===== src/rtl/button_pkg.sv =====
// rtl/button_pkg.sv - shared FSM state encoding and default game constants
package button_pkg;

    localparam int unsigned LOCKOUT_CYCLES_DEF = 8;
    localparam int unsigned WIN_SCORE_DEF      = 7;

    typedef enum logic [2:0] {
        ST_IDLE,
        ST_GRANT,
        ST_LOCKOUT,
        ST_WAIT_REL,
        ST_DONE
    } state_t;

endpackage


===== src/rtl/button_pulse.sv =====
// rtl/button_pulse.sv - 2-flop synchronizer plus rising-edge press detector for one button
module button_pulse (
    input  logic clk,
    input  logic reset,
    input  logic raw,
    output logic pulse,
    output logic level
);
    logic       sync1;
    logic       sync2;
    logic       prev;
    logic [1:0] settle;
    logic       armed;

    // armed stays low until the synchronized key is seen released, so a button
    // held through reset cannot produce a press when reset lets go
    always_ff @(posedge clk) begin
        if (reset) begin
            sync1  <= 1'b0;
            sync2  <= 1'b0;
            prev   <= 1'b0;
            settle <= 2'b00;
            armed  <= 1'b0;
        end else begin
            sync1  <= raw;
            sync2  <= sync1;
            prev   <= sync2;
            settle <= {settle[0], 1'b1};
            if (settle[1] && !sync2) begin
                armed <= 1'b1;
            end
        end
    end

    assign pulse = sync2 & ~prev & armed;
    assign level = sync2;

endmodule


===== src/rtl/button_arbiter.sv =====
// rtl/button_arbiter.sv - two-player buzzer arbiter with lockout, scoring and game end
module button_arbiter
    import button_pkg::*;
#(
    parameter int unsigned LOCKOUT_CYCLES = LOCKOUT_CYCLES_DEF,
    parameter int unsigned WIN_SCORE      = WIN_SCORE_DEF
) (
    input  logic       clk,
    input  logic       reset,
    input  logic [1:0] key,
    output logic [1:0] grant,
    output logic       busy,
    output logic [3:0] score0,
    output logic [3:0] score1,
    output logic       game_over
);
    localparam logic [3:0] WIN  = 4'(WIN_SCORE);
    localparam logic [7:0] LOAD = 8'(LOCKOUT_CYCLES - 1);

    logic [1:0] press;
    logic [1:0] level;
    state_t     state;
    logic       last;
    logic [7:0] cnt;
    logic       pick;
    logic [3:0] win_cur;
    logic [3:0] win_next;

    button_pulse u_pulse0 (.clk(clk), .reset(reset), .raw(key[0]), .pulse(press[0]), .level(level[0]));
    button_pulse u_pulse1 (.clk(clk), .reset(reset), .raw(key[1]), .pulse(press[1]), .level(level[1]));

    // on a tie the player who did not win last time gets the point
    always_comb begin
        pick     = (press == 2'b11) ? ~last : press[1];
        win_cur  = last ? score1 : score0;
        win_next = (win_cur >= WIN) ? WIN : win_cur + 4'd1;
    end

    always_ff @(posedge clk) begin
        if (reset) begin
            state     <= ST_IDLE;
            grant     <= 2'b00;
            busy      <= 1'b0;
            score0    <= 4'd0;
            score1    <= 4'd0;
            game_over <= 1'b0;
            last      <= 1'b1;
            cnt       <= 8'd0;
        end else begin
            case (state)
                ST_IDLE: begin
                    if (|press) begin
                        state <= ST_GRANT;
                        grant <= pick ? 2'b10 : 2'b01;
                        last  <= pick;
                        busy  <= 1'b1;
                    end
                end
                ST_GRANT: begin
                    grant <= 2'b00;
                    if (last) score1 <= win_next;
                    else      score0 <= win_next;
                    if (win_next == WIN) begin
                        state     <= ST_DONE;
                        busy      <= 1'b0;
                        game_over <= 1'b1;
                    end else begin
                        state <= ST_LOCKOUT;
                        cnt   <= LOAD;
                    end
                end
                ST_LOCKOUT: begin
                    if (cnt == 8'd0) state <= ST_WAIT_REL;
                    else             cnt   <= cnt - 8'd1;
                end
                ST_WAIT_REL: begin
                    if (level == 2'b00) begin
                        state <= ST_IDLE;
                        busy  <= 1'b0;
                    end
                end
                ST_DONE: begin
                    grant     <= 2'b00;
                    busy      <= 1'b0;
                    game_over <= 1'b1;
                end
                default: state <= ST_IDLE;
            endcase
        end
    end

endmodule


===== config.mk =====
export PLATFORM = sky130hd
export DESIGN_NAME = button_arbiter
export DESIGN_NICKNAME = d
export VERILOG_FILES = /design/src/rtl/button_pkg.sv /design/src/rtl/button_pulse.sv /design/src/rtl/button_arbiter.sv
export SDC_FILE = /design/constraint.sdc
export NUM_CORES = 1
export LEC_CHECK = 0
export CAP_MARGIN = 20
export CORE_MARGIN = 3
export CORE_UTILIZATION = 58
export CTS_CLUSTER_SIZE = 16
export DETAILED_ROUTE_END_ITERATION = 7
export PLACE_DENSITY = 0.94
export SLEW_MARGIN = 0
export SYNTH_ARGS = -nofsm -noshare
export SYNTH_HDL_FRONTEND = slang
export SYNTH_SLANG_ARGS = --single-unit

===== constraint.sdc =====
create_clock -name clk -period 4.4 [get_ports clk]
set_input_delay 0.88 -clock clk [delete_from_list [all_inputs] [get_ports clk]]
set_output_delay 0.88 -clock clk [all_outputs]
set_load 0.02 [all_outputs]

==> impl_metrics.ini <==
[min_path]
min-delay-start = u_pulse1.sync1$_SDFF_PP0_
hold_path_class = flop to flop
min_path_cells = 1

[critical_path]
endpoint = cnt[1]$_SDFFE_PP0P_
reg2reg_to = cnt[1]$_SDFFE_PP0P_
cp_num_buf_inv = 1
worstPathRequired_ps = 4660
cp-end-kind = flop
crit_path_top_delay_cell = dfxtp_1
critPathLaunch = last$_SDFFE_PP1P_
r2r_cells = 8
r2r-start = last$_SDFFE_PP1P_
cp_max_fo = 13
reg2reg_slack_ps = 1940
crit_arrival_ps = 2720
slowest_delay_ps = 600
cp.depth = 8
cp-start-kind = flop
crit_type = flop to flop
crit_family = compound AO/OA/AOI/OAI gates
path_cells = mux2i_1 > inv_1 > ha_1 > a211oi_1 > a21o_1 > a21oi_1 > or2_1 > a221oi_2

[placed_design]
gp_congestion = 0.859
dpl.hpwl_um = 2080
place_ws_ps = 1950
port_buffers = 15

[run]
maxCapViolCount = 0

[sta]
relSlewSlack_pct = 67.5
whs_ps = 448
clock.fmax_ghz = 0.407
finalCritPeriodShare_pct = 55.9
fin_setup_tns_ps = 0
finalMaxSlewViolations = 0
rsz0062_at_grt = false
finalHoldViolCount = 0
finalSetupViolCount = 0
worst_slew_pin_slew_ps = 486
fin_crit_ps = 2460
finClkSkew_ps = 14.4
setup_ws_ps = 1940

[routing]
drtIter0Drc = 25
routed_via_density = 5.65
drcViolationCount = 0
routed_wl_um = 2910
dr.pass1.iters = 4
wl_per_cell_um = 14.2
vias = 1159
ant_nets = 0

[finish]
drive_gt1_share_pct = 6.21
final_cell_mix = 34 x dfxtp_1, 25 x nor2_1, 16 x a21oi_1, 15 x clkdlybuf4s50_1, 8 x nand2_1
diodes = 0
layout.cells.most_common = dfxtp_1
final_nets = 183
area_delta_synth_final_pct = 16.4

[clock_tree]
insertion_delay_ps = 340
tritoncts = yes
cts_resized = 0
cts_buffers = 5
clock_sinks = 34
cts_setup_buffers = 0
cts_max_level = 2
clk_root_buffer_cell = clkbuf_4
clk_path_buf_depth = 2
cts_hold_buf = 0
path_clk_slew_ps = 110

[die]
core_area_um2 = 2280
initial_core_util_pct = 62.7
die_area_um2 = 3090
rows = 17
die_h_um = 55.6
io_pins = 16
die_width_um = 55.6

[logic_synthesis]
avgSynthCellArea_um2 = 8.86
syn_inst = 161
ys_types = 36
synth_flop_cell = dfxtp_1
seq_area_frac_synth_pct = 47.7
syn_area_um2 = 1430
synth_nets = 168
synth-async-reset-ratio_pct = 0
synth-edff-count = 0
synth-seq-cells = 34
yosys_warnings = 0

[power]
p_leak_nw = 0.631
power_density_nw_per_um2 = 577
power_mw = 0.958
peakVddDrop_v = 0.000473

[grt]
antenna_found_initial = 0
grtUsageTotal_pct = 20.7
grt_first_pass_wirelength_um = 5110
grt_pass1_vias = 1155
overflow = 0
grt_max_degree = 25

[outcome]
status = complete, no violations
[power breakdown]
| group | internal [mW] | switching [mW] | total (mW) |
|---|---|---|---|
| sequential | 0.360 | 0.0628 | 0.423 |
| combinational | 0.135 | 0.174 | 0.309 |
| clock | 0.120 | 0.106 | 0.225 |
| total | 0.616 | 0.342 | 0.958 |
[sequential cells by signal (all words and copies together), names as in the netlist]
signal           cells
u_pulse0.sync1       1
u_pulse1.settle      1
u_pulse1.prev        1
u_pulse1.sync1       1
game_over            1
last                 1
score1               4
u_pulse0.level       1
u_pulse0.armed       1
u_pulse0.prev        1
u_pulse1.armed       1
cnt                  8
score0               4
u_pulse1.level       1
grant                2
busy                 1
state                3
u_pulse0.settle      1
[cell type report]
cell class	count	area (µm²)
Timing Repair Buffer	16	158
Sequential cell	34	681
Clock buffer	6	41.3
Multi-Input combinational cell	113	686
Tap cell	28	35.0
Fill cell	152	616
Inverter	6	22.5
Clock inverter	2	37.5
[layer usage]
metal	up-vias	wire length (µm)	global-route usage [%]
li1	591	-	-
met5	-	0	0
met4	0	51	8.33
met1	535	1340	26.1
met3	6	143	6.73
met2	27	1380	32.8
[worst min-delay path by stage]
stage,end
final,u_pulse1.level$_SDFF_PP0_
after global routing,u_pulse1.level$_SDFF_PP0_
after CTS,u_pulse1.level$_SDFF_PP0_
after detailed placement,u_pulse1.level$_SDFF_PP0_
after global placement,u_pulse0.settle[1]$_SDFF_PP0_
after floorplan,u_pulse0.level$_SDFF_PP0_
[stage by stage]
stage | util [%] | instances | area [µm²]
floorplan | - | 161 | 1430
global placement | 69.5 | 197 | 1580
detailed placement | 69.5 | 197 | 1580
CTS | 73.0 | 205 | 1660
global route | 73.0 | 205 | 1660
finish | 73.0 | 205 | 1660
[synthesized netlist by cell type (all sizes together), types with 2 or more instances]
cell    count  area [µm²]
dfxtp      34         681
nor2       25        93.8
a21oi      16        80.1
nand2       9        36.3
clkbuf      7        26.3
o21ai       7        35.0
a211oi      6        45.0
inv         6        22.5
nor2b       6        37.5
mux2i       4        40.0
nand2b      4        25.0
xor2        4        35.0
ha          3        37.5
or4         3        22.5
a21o        2        15.0
a31oi       2        12.5
and3        2        12.5
nor3        2        10.0
o211ai      2        15.0
o31ai       2        15.0
or3         2        12.5
[logic make-up after synthesis]
family / after synthesis / synth area share, %
AOI/OAI and AO/OA: 42 / 18.9
DFF: 34 / 47.7
and+or+nand+nor: 59 / 20.5
buffers and inverters: 14 / 4.21
xor gates and xnor gates: 4 / 2.46
adders and majority gates: 3 / 2.63
muxes: 5 / 3.60
Note: power is estimated with default switching activity, not from simulation.
==> variant 1: new RTL, same flow settings <==
Re-encode `state_t` (5 states) as one-hot, 5 bits wide.
--- a/src/rtl/button_pkg.sv
+++ b/src/rtl/button_pkg.sv
@@ -6,8 +6,8 @@
 
-    typedef enum logic [2:0] {
-        ST_IDLE,
-        ST_GRANT,
-        ST_LOCKOUT,
-        ST_WAIT_REL,
-        ST_DONE
+    typedef enum logic [4:0] {
+        ST_IDLE     = 5'b00001,
+        ST_GRANT    = 5'b00010,
+        ST_LOCKOUT  = 5'b00100,
+        ST_WAIT_REL = 5'b01000,
+        ST_DONE     = 5'b10000
     } state_t;
Behaviour: no difference found for any inputs over 10 cycles, from zero or initial values and one cycle with reset high; not proved beyond that.
==> variant 1 against the unedited design <==
Cell count grew 17%. Design area up 16%. Global-route usage increased by 2.4 points. Die area increased by 17%. Sequential share of layout area is 3.4 points lower. Area after synthesis up 19%. Sequential cell count grew 2. Hold slack gained 0.0033 ns. Maximum frequency fell by 16%. Setup slack lost 0.45 ns. Wire length grew 29%. Critical endpoint is now cnt[4].
Power is not compared: it rests on default switching activity, and its combinational part moved more than twofold at a synthesized area within 25%.
==> variant 1: results (changes against the unedited design) <==
number of cells after detailed placement 232 (+18%); registers with the most flip-flops cnt (8), state (5); wire length on met3 222 um (+55%); arrival time of data at the critical path endpoint 3.18 ns (+0.46 ns); total nets after synthesis 201 (+20%); outcome finished, final reports clean; launch point of the worst hold path u_pulse1.settle[0]; normalized max-slew margin 33.07% (-34 points); number of iterations in the first detailed-routing pass 5 (+1); via count 1525 (+32%); global-route wire length before repair 6313 um (+24%); Fillers 182 (+20%); Total Wirelength 3763 um (+29%); delay of the slowest cell on the worst path 0.72 ns (+0.12 ns); FF-to-FF setup slack 1.49 ns (-0.45 ns); vias per inst 6.354 (+12%); cell types with the highest counts after synthesis sky130_fd_sc_hd__dfxtp_1 (36), sky130_fd_sc_hd__nor2_1 (25), sky130_fd_sc_hd__a21oi_1 (20), sky130_fd_sc_hd__nand2_1 (10); met2 routed wirelength 1803 um (+31%); Worst Hold Path EP u_pulse0.settle[1]; worst slack at placement 1.556 ns (-0.3975 ns); wire length on met1 1656 um (+24%); biggest fanout along the worst timing path 18 (+5); GRT Util Overall 23.18% (+2.4 points); post-synthesis cell type count 49 (+36%); sequential element share of the synthesized area 42.48% (-5.2 points); Routability Congestion 0.8944 (+4.2%); detailed-placement wirelength estimate 2667 um (+28%); Final nets 216 (+18%)
variant 1: how the worst max path moves through the flow:
stage	end	slack, ns	depth (start not counted)
global placement	cnt[5]	1.75	8
detailed placement	cnt[6]	1.56	8
global route	cnt[5]	1.31	8
floorplan	cnt[4]	1.78	9
finish	cnt[4]	1.49	8
CTS	cnt[4]	1.51	8
variant 1: metrics by stage:
stage                     hold WS [ns]  cell area [um^2]
after floorplan                 0.4138              1697
after global placement          0.4150              1842
after detailed placement        0.4307              1842
after CTS                       0.4544              1918
after global routing            0.4662              1918
final                           0.4510              1918
variant 1: worst register-to-register path: cells and delay by family (launching register included):
kind                       cells  cell delay, ns
AOI/OAI and AO/OA              4            0.92
DFF                            1            0.72
and+or+nand+nor                1            0.52
muxes                          1            0.36
adders and majority gates      1            0.25
buffers and inverters          1            0.08
variant 1: power breakdown:
part,internal [mW],total [mW],leakage (nW),switching (mW)
registers,0.340,0.358,0.293,0.0187
clock network,0.119,0.225,0.0422,0.106
logic,0.0393,0.0968,0.395,0.0575
variant 1: layer usage:
metal  up-vias  global-route usage (%)
met3        10                   5.832
met5         -                       0
met1       725                   28.76
li1        727                       -
met4         0                   12.66
met2        63                   36.42
variant 1: layout make-up:
| class | count | area share (%) |
|---|---|---|
| Sequential cell | 36 | 37.57 |
| Timing Repair Buffer | 15 | 7.828 |
| Clock inverter | 2 | 1.826 |
| Clock buffer | 6 | 2.153 |
| Inverter | 9 | 1.761 |
| Multi-Input combinational cell | 142 | 46.90 |
| Tap cell | 30 | 1.957 |
variant 1: kinds of logic (layout without fill, tap and decap cells):
kind of cell / after synthesis / in the layout / share of synthesized area (%)
adders and majority gates: 3 / 3 / 2.213
AOI/OAI and AO/OA: 49 / 49 / 19.25
buffers and inverters: 16 / 32 / 4.498
DFF: 36 / 36 / 42.48
and+or+nand+nor: 82 / 82 / 26.99
xor gates and xnor gates: 3 / 3 / 1.549
muxes: 5 / 5 / 3.024
==> variant 2: new RTL, same settings <==
Made on the original files. Change the package constant `LOCKOUT_CYCLES_DEF` from 8 to 6.
--- a/src/rtl/button_pkg.sv
+++ b/src/rtl/button_pkg.sv
@@ -3,3 +3,3 @@
 
-    localparam int unsigned LOCKOUT_CYCLES_DEF = 8;
+    localparam int unsigned LOCKOUT_CYCLES_DEF = 6;
     localparam int unsigned WIN_SCORE_DEF      = 7;
Function: same outputs for any inputs over 10 cycles, from zero or initial values and one cycle with reset high; that may be too few to reach the edited logic, so the function may still have changed.
==> variant 2 against the unedited design <==
Maximum frequency shrank 2.0%. Sequential cell count is the same. Area after synthesis grew 0.53%. Power shrank 1.5%. Critical path type unchanged. Non-clock buffer count shrank 1. Largest power group unchanged. Die area grew 0.47%. Via count grew 4.5%. Hold slack lost 0.00084 ns. Wire length grew 2.8%. Count of clock-buffer cells in the layout grew 1. Synthesized cell count grew 0.62%. Design area shrank 1.1%. Setup slack lost 0.050 ns. Highest routed layer unchanged.
==> variant 2: results (changes against the unedited design) <==
share of the synthesized area in compound gates (AO/OA/AOI/OAI) 17.36% (-1.5 points); detailed-placement wirelength estimate 2049 um (-1.7%); number of global-route vias before repair 1205 (+4.3%); M1 GR Usage 26.41% (+0.31 points); GRT met3 Usage 6.961% (+0.23 points); H-tree depth 2 (unchanged); number of cells after detailed placement 197 (unchanged); number of clock buffer instances in the layout 7 (+1); launch point of the worst hold path u_pulse1.sync1; cell types with the highest counts after synthesis sky130_fd_sc_hd__dfxtp_1 (34), sky130_fd_sc_hd__nor2_1 (28), sky130_fd_sc_hd__a21oi_1 (14), sky130_fd_sc_hd__nand2_1 (9), sky130_fd_sc_hd__clkbuf_1 (7); routing usage on met2 35.14% (+2.4 points); xor/xnor share of the synthesized area 3.665% (+1.2 points); critical register-to-register path endpoint cnt[6]; FF-to-FF setup slack 1.89 ns (-0.05 ns); wire length on met3 176 um (+23%); dominant cells by area after synthesis sky130_fd_sc_hd__dfxtp_1 (47%), sky130_fd_sc_hd__nor2_1 (7.3%), sky130_fd_sc_hd__a21oi_1 (4.9%), sky130_fd_sc_hd__a211oi_1 (3.1%), sky130_fd_sc_hd__xor2_1 (3.1%); Adder-Cell Fraction of Synth Area 2.618% (-0.014 points); registers with the most flip-flops cnt (8), score0 (4), score1 (4); number of cells upsized or downsized after cts 0 (unchanged); sequential cell area share 41.46% (+0.47 points); outcome finished, final reports clean; buffer count excluding the clock tree in the final layout 15 (-1); sequential element share of the synthesized area 47.47% (-0.25 points); wire length on met1 1295 um (-3.1%); worst hold slack across all endpoints 0.4468 ns (-0.0008410 ns); met2 routed wirelength 1451 um (+5.5%); fraction of area in multi-input gates 42.23% (+0.93 points); post-synthesis cell type count 37 (+2.8%); number of non-clock inverters 6 (unchanged); post-synthesis mux area share 3.578% (-0.019 points); launch point of the critical path last; Max Clock Skew 0.006474 ns (-0.007950 ns); Routability Congestion 0.8170 (-4.8%); maximum number of pins on one net before global-route repair 26 (+4.0%); normalized max-slew margin 41.38% (-26 points); global-route wire length before repair 5285 um (+3.5%); Fillers 159 (+4.6%); biggest fanout along the worst timing path 13 (unchanged); Most used DFF post-synth sky130_fd_sc_hd__dfxtp_1; delay of the slowest cell on the worst path 0.63 ns (+0.03 ns); highest routed metal layer met4; category of the critical setup timing path register to register; total of flip-flops plus latches after synthesis 34 (unchanged); Iteration-0 DRC Markers 42 (+68%); multi-input combinational cell count 114 (+0.88%); vias per inst 5.907 (+4.5%); total nets after synthesis 169 (+0.60%); average cell area after synthesis 8.851 um^2 (about the same); Post-synth EDFFs 0 (unchanged); worst IR drop on VDD 0.0004311 V (-8.9%); warnings from Yosys 0 (unchanged); number of iterations in the first detailed-routing pass 4 (unchanged); fraction of layout instances using a drive strength above 1 7.345% (+1.1 points); count of input and output buffers 15 (unchanged); Post-synth ARST share 0% (unchanged); buffering overhead 9.146% (-0.35 points); Total Wirelength 2988 um (+2.8%); GRT Util Overall 21.60% (+0.86 points); Clock Network Area Fraction 3.659% (-1.1 points); leakage power total 0.6386 nW (+1.2%)
## variant 2: through the flow
step	cell area, um^2	worst slack [ns]	util [%]	total power [mW]
after floorplan	1434	2.173	-	0.6689
after global placement	1582	1.744	69.49	0.7364
after detailed placement	1582	1.631	69.49	0.7566
after CTS	1642	1.925	72.13	0.9422
after global routing	1642	1.674	72.13	1.012
final	1642	1.891	72.13	0.9436
## variant 2: worst max-delay path: cells and delay by family (launching register included)
kind                     cells  cell delay [ns]
buffers and inverters        1             0.08
AND/OR/NAND/NOR              1             0.12
flip-flops                   1             0.63
adder cells (fa/ha/maj)      1             0.23
AO/OA/AOI/OAI                4             0.97
multiplexers                 1             0.34
## variant 2: power breakdown
group | internal (mW) | switching, mW | total [mW] | leakage [nW]
Clock | 0.0774 | 0.104 | 0.181 | 0.0353
Combinational | 0.149 | 0.192 | 0.341 | 0.326
Sequential | 0.359 | 0.0623 | 0.422 | 0.277
Total | 0.586 | 0.358 | 0.944 | 0.639
